==> src/rtl/uart_pkg.sv <==
// Shared types and constants for the UART receive controller.
package uart_pkg;

  typedef enum logic [1:0] {
    IDLE,
    ACK,
    WAIT
  } cap_state_t;

  localparam logic [1:0] ADDR_DATA    = 2'd0;
  localparam logic [1:0] ADDR_STAT    = 2'd1;
  localparam logic [1:0] ADDR_BAUD_LO = 2'd2;
  localparam logic [1:0] ADDR_BAUD_HI = 2'd3;

  localparam int STAT_OVF   = 7;
  localparam int STAT_FULL  = 6;
  localparam int STAT_EMPTY = 5;

  localparam logic [12:0] BAUD_DEFAULT = 13'd5208;

  function automatic logic [7:0] status_byte(input logic ovf, input logic full,
                                             input logic empty, input logic [3:0] count);
    logic [7:0] s;
    s             = 8'h00;
    s[STAT_OVF]   = ovf;
    s[STAT_FULL]  = full;
    s[STAT_EMPTY] = empty;
    s[3:0]        = count;
    return s;
  endfunction

endpackage

==> src/rtl/rx_fifo.sv <==
// Small synchronous byte FIFO; a push into a full FIFO is accepted only when a pop frees the slot.
module rx_fifo #(
  parameter int DEPTH = 4
) (
  input  logic       clk,
  input  logic       rst,
  input  logic       push,
  input  logic       pop,
  input  logic [7:0] din,
  output logic [7:0] dout,
  output logic       full,
  output logic       empty,
  output logic [3:0] count
);

  localparam int PW = (DEPTH > 1) ? $clog2(DEPTH) : 1;

  logic [7:0]    mem [DEPTH];
  logic [PW-1:0] wptr;
  logic [PW-1:0] rptr;
  logic          push_ok;
  logic          pop_ok;

  assign empty   = (count == 4'd0);
  assign full    = (count == 4'(DEPTH));
  assign pop_ok  = pop && !empty;
  assign push_ok = push && (!full || pop_ok);
  assign dout    = mem[rptr];

  always_ff @(posedge clk) begin
    if (push_ok) begin
      mem[wptr] <= din;
    end
  end

  // Pointers wrap naturally because DEPTH is a power of two.
  always_ff @(posedge clk) begin
    if (rst) begin
      wptr  <= '0;
      rptr  <= '0;
      count <= 4'd0;
    end else begin
      if (push_ok) begin
        wptr <= wptr + PW'(1);
      end
      if (pop_ok) begin
        rptr <= rptr + PW'(1);
      end
      count <= count + 4'(push_ok) - 4'(pop_ok);
    end
  end

endmodule

==> src/rtl/uart_rx_ctrl.sv <==
// Bus-side UART receive controller: baud divisor, clr_rdy handshake, receive FIFO, status.
// Optional interrupt output enabled by defining RX_CTRL_IRQ_EN.
module uart_rx_ctrl
  import uart_pkg::*;
#(
  parameter int          FIFO_DEPTH = 4,
  parameter logic [12:0] BAUD_RST   = BAUD_DEFAULT
) (
  input  logic        clk,
  input  logic        rst,
  input  logic        iocs,
  input  logic        iorw,
  input  logic [1:0]  ioaddr,
  input  logic [7:0]  wdata,
  output logic [7:0]  rdata,
  input  logic [7:0]  rx_data,
  input  logic        rx_rdy,
  output logic        clr_rdy,
  output logic [12:0] baud_rate,
  output logic        rda,
  output logic        ovf
`ifdef RX_CTRL_IRQ_EN
  ,
  output logic        irq
`endif
);

  cap_state_t state;
  logic [7:0] baud_lo;
  logic       rd;
  logic       wr;
  logic       pop;
  logic       push;
  logic       ovf_set;
  logic       ovf_clr;
  logic [7:0] fifo_dout;
  logic       fifo_full;
  logic       fifo_empty;
  logic [3:0] fifo_count;

  assign rd      = iocs && iorw;
  assign wr      = iocs && !iorw;
  assign pop     = rd && (ioaddr == ADDR_DATA);
  assign push    = (state == IDLE) && rx_rdy;
  assign ovf_set = push && fifo_full && !pop;
  assign ovf_clr = wr && (ioaddr == ADDR_STAT) && wdata[7];
  assign rda     = !fifo_empty;

  rx_fifo #(
    .DEPTH(FIFO_DEPTH)
  ) u_fifo (
    .clk  (clk),
    .rst  (rst),
    .push (push),
    .pop  (pop),
    .din  (rx_data),
    .dout (fifo_dout),
    .full (fifo_full),
    .empty(fifo_empty),
    .count(fifo_count)
  );

  // WAIT holds until rx_rdy drops so a level-style ready is captured once.
  always_ff @(posedge clk) begin
    if (rst) begin
      state   <= IDLE;
      clr_rdy <= 1'b0;
    end else begin
      case (state)
        IDLE: begin
          if (rx_rdy) begin
            state   <= ACK;
            clr_rdy <= 1'b1;
          end
        end
        ACK: begin
          state   <= WAIT;
          clr_rdy <= 1'b0;
        end
        WAIT: begin
          if (!rx_rdy) begin
            state <= IDLE;
          end
        end
        default: begin
          state   <= IDLE;
          clr_rdy <= 1'b0;
        end
      endcase
    end
  end

  always_ff @(posedge clk) begin
    if (rst) begin
      ovf       <= 1'b0;
      rdata     <= 8'h00;
      baud_rate <= BAUD_RST;
      baud_lo   <= BAUD_RST[7:0];
    end else begin
      if (ovf_set) begin
        ovf <= 1'b1;
      end else if (ovf_clr) begin
        ovf <= 1'b0;
      end

      if (rd) begin
        case (ioaddr)
          ADDR_DATA: rdata <= fifo_empty ? 8'h00 : fifo_dout;
          ADDR_STAT: rdata <= status_byte(ovf, fifo_full, fifo_empty, fifo_count);
          default: ;
        endcase
      end

      // The high write commits both halves so the divisor never shows a torn value.
      if (wr) begin
        case (ioaddr)
          ADDR_BAUD_LO: baud_lo   <= wdata;
          ADDR_BAUD_HI: baud_rate <= {wdata[4:0], baud_lo};
          default: ;
        endcase
      end
    end
  end

`ifdef RX_CTRL_IRQ_EN
  logic irq_mask;

  always_ff @(posedge clk) begin
    if (rst) begin
      irq_mask <= 1'b0;
      irq      <= 1'b0;
    end else begin
      if (wr && (ioaddr == ADDR_STAT)) begin
        irq_mask <= wdata[0];
      end
      irq <= irq_mask && (rda || ovf);
    end
  end
`endif

endmodule

==> config.mk <==
export PLATFORM = sky130hd
export DESIGN_NAME = uart_rx_ctrl
export DESIGN_NICKNAME = d
export VERILOG_FILES = /design/src/rtl/uart_pkg.sv /design/src/rtl/rx_fifo.sv /design/src/rtl/uart_rx_ctrl.sv
export SDC_FILE = /design/constraint.sdc
export NUM_CORES = 1
export LEC_CHECK = 0
export ABC_AREA = 1
export CAP_MARGIN = 5
export CORE_MARGIN = 1.5
export CORE_UTILIZATION = 50
export CTS_BUF_LIST = sky130_fd_sc_hd__clkbuf_4 sky130_fd_sc_hd__clkbuf_8
export DETAILED_ROUTE_END_ITERATION = 8
export PLACE_DENSITY_LB_ADDON = 0.2
export SYNTH_ARGS = -nofsm -noshare
export SYNTH_HDL_FRONTEND = slang
export SYNTH_SLANG_ARGS = --single-unit
==> constraint.sdc <==
create_clock -name clk -period 2.47 [get_ports clk]
set_input_delay 0.3705 -clock clk [delete_from_list [all_inputs] [get_ports clk]]
set_output_delay 0.3705 -clock clk [all_outputs]
set_load 0.01 [all_outputs]
==> impl_metrics.csv <==
group,metric,value,unit
status,outcome,"completed",
sta,min_period,2.274,ns
global_route,antenna_found_initial,0,
layout,fin_nets,432,
critical_path,cp-start-kind,"flip-flop",
critical_path,cp-end-kind,"flip-flop",
power,p_per_area,791.7,nW/µm²
power,ir_worst_vdd,0.5007,mV
logic_synthesis,yosysWarnings,0,
floorplan,placementRows,28,
routing,vias,2386,
min_path,min_path_type,"reg -> reg",
floorplan,core_area,5956,µm²
placed_design,port_buffers,46,
sta,finalSetupTns,0,ns
logic_synthesis,netlist_instances,341,
global_route,track_usage,20.92,%
floorplan,fp.dieW,81.99,µm
clocking,clkTransAtPathRegs,0.08,ns
logic_synthesis,synth_area_per_cell,9.147,µm²
layout,mostFrequentLayoutCells,"nor2_1, nand2_1, clkdlybuf4s50_1",
critical_path,worst-path-max-fanout,5,
routing,drtIter0Drc,183,
global_route,grt_pass1_wl,10150,µm
routing,drc,0,
global_route,grt_max_degree,18,
floorplan,die_h,81.99,µm
logic_synthesis,ys_seq_elements,75,
power,power_frac_comb,19.2,%
sta,max_freq,439.8,MHz
logic_synthesis,syn-num-nets,375,
sta,hold_ws,0.4596,ns
clocking,clock_latency,0.36,ns
sta,fin_skew,0.007538,ns
routing,finalWirelength,6181,µm
clocking,cts_made_buffers,9,
global_route,first_global_vias,2203,
routing,ant_nets,0,
critical_path,arrival,2.52,ns
sta,hold_viol,0,
critical_path,worstSetupPathType,"reg -> reg",
sta,report.final.setup_viol,0,
global_route,overflow,0,
layout,drive_gt1_share,10.17,%
clocking,root_buffer,"clkbuf_8",
critical_path,crit_slowest_cell,"nor3b_1",
clocking,clock-sinks,75,
routing,vias_per_cell,4.992,
clocking,clockBufferDepth,2,
routing,first_pass_iters,4,
clocking,cts_setup_buffers,0,
sta,worst_pin_slew,0.6081,ns
placed_design,gp_congestion,0.8095,
layout,n_antenna_cell,0,
logic_synthesis,yosysUniqueCellTypes,25,
sta,rsz0062_at_grt,"no",
placed_design,dpl.hpwl,4401,µm
layout,layout_commonest_cell,"nor2_1",
critical_path,crit_required,2.71,ns
power,p_leak,1.606,nW
routing,routedWlPerCell,12.93,µm
clocking,post_cts_resized,0,
floorplan,initial_core_util,52.37,%
power,internal_power,2.219,mW
flow_run,max-cap-violations,0,
critical_path,path_cells,"inv_1 -> ha_1 -> nor3b_1 -> nand2_2 -> nand2_2 -> inv_1 -> ha_1 -> fa_1 -> xnor2_1 -> nor2_1",
logic_synthesis,ys_seq_area_share,58.40,%
sta,fin_crit_sh,92.05,%
critical_path,critPathMaxStageDelay,0.44,ns
power,p_seq_share,46.7,%
clocking,holdBufCountCts,0,
logic_synthesis,syn_area,3119,µm²
floorplan,die_area,6722,µm²
power,power.switching,864.6,µW
power,clkPwrFrac,34.0,%
floorplan,io_pins,47,
clocking,cts_tree,"yes",
clocking,htree_num_levels,3,
critical_path,reg2reg_slack,0.20,ns
sta,slew_violations,0,
power,p_sw_share,28.04,%
layout,syn2layout_area_growth,24.87,%
sta,relSlewSlack,59.41,%
worst max-delay path, delay by kind of cell, from the launching register on:
kind	cells	cell delay, ns
adders and majority gates	3	0.75
and+or+nand+nor	4	0.79
buffers and inverters	2	0.14
xor gates and xnor gates	1	0.17
DFF	1	0.30
synthesized netlist by cell type, drive strengths merged:
library cell / n / share of area (%)
a21oi: 19 / 3.0
buf: 9 / 2.5
clkbuf: 2 / 0.28
dfxtp: 43 / 28
edfxtp: 32 / 31
fa: 1 / 0.64
ha: 10 / 4.0
inv: 38 / 4.6
nand2: 50 / 6.3
nand3: 15 / 2.7
nor2: 76 / 9.9
nor3b: 1 / 0.24
o21ai: 43 / 6.9
xnor2: 1 / 0.28
xor2: 1 / 0.28
state kept, by name, summed over array words and instances, names as in the netlist, named ones only:
signal / flops
u_fifo.mem: 32
baud_rate: 13
baud_lo: 8
rdata: 8
u_fifo.count: 4
state: 2
u_fifo.rptr: 2
u_fifo.wptr: 2
clr_rdy: 1
ovf: 1
layout make-up:
class	instances	area (µm²)
Tap cell	75	93.84
Sequential cell	75	1822
Clock inverter	7	101.3
Multi-Input combinational cell	217	1069
Clock buffer	9	123.9
Timing Repair Buffer	57	543.0
Inverter	38	142.6
Fill cell	529	2061
through the flow:
step	util [%]	total power, mW	instances	worst slack (ns)	instance area, µm²
final	65.40	3.083	478	0.1963	3895
after global routing	65.40	3.249	478	0.02750	3895
after CTS	65.40	3.100	478	0.2176	3895
after detailed placement	61.62	2.062	462	-0.02779	3670
after global placement	61.62	2.041	462	0.05829	3670
after floorplan	-	1.841	341	0.4026	3119
metal layers:
metal | vias to the layer above | share of wire (%) | global-route usage [%]
met4 | 0 | 2.1 | 9.492
met5 | - | 0 | 0
li1 | 1218 | - | -
met1 | 1101 | 46 | 26.79
met3 | 11 | 5.5 | 6.556
met2 | 56 | 47 | 32.38
cell families (layout without fill, tap and decap cells):
logic type | Yosys count | in the layout | share of synthesized area, %
xor+xnor | 2 | 2 | 0.5617
buf+inv | 49 | 111 | 7.340
compound gates | 62 | 62 | 9.948
flops | 75 | 75 | 58.40
simple gates | 142 | 142 | 19.09
fa+ha+maj | 11 | 11 | 4.653
final timing paths:
kind / to / start / cells after the start
max: u_fifo.count[2] / u_fifo.count[3] / 10
min: baud_rate[6] / baud_lo[6] / 2
max reg2reg: u_fifo.count[2] / u_fifo.count[3] / 10
min reg2reg: baud_rate[6] / baud_lo[6] / 2
power groups by stage:
stage	clock network, mW	registers, mW	logic, mW
after detailed placement	0	1.47	0.593
after global placement	0	1.47	0.575
after global routing	1.12	1.45	0.683
final	1.05	1.44	0.593
after floorplan	0	1.46	0.378
after CTS	1.06	1.44	0.597
No activity file was read; power rests on OpenSTA's default activity.
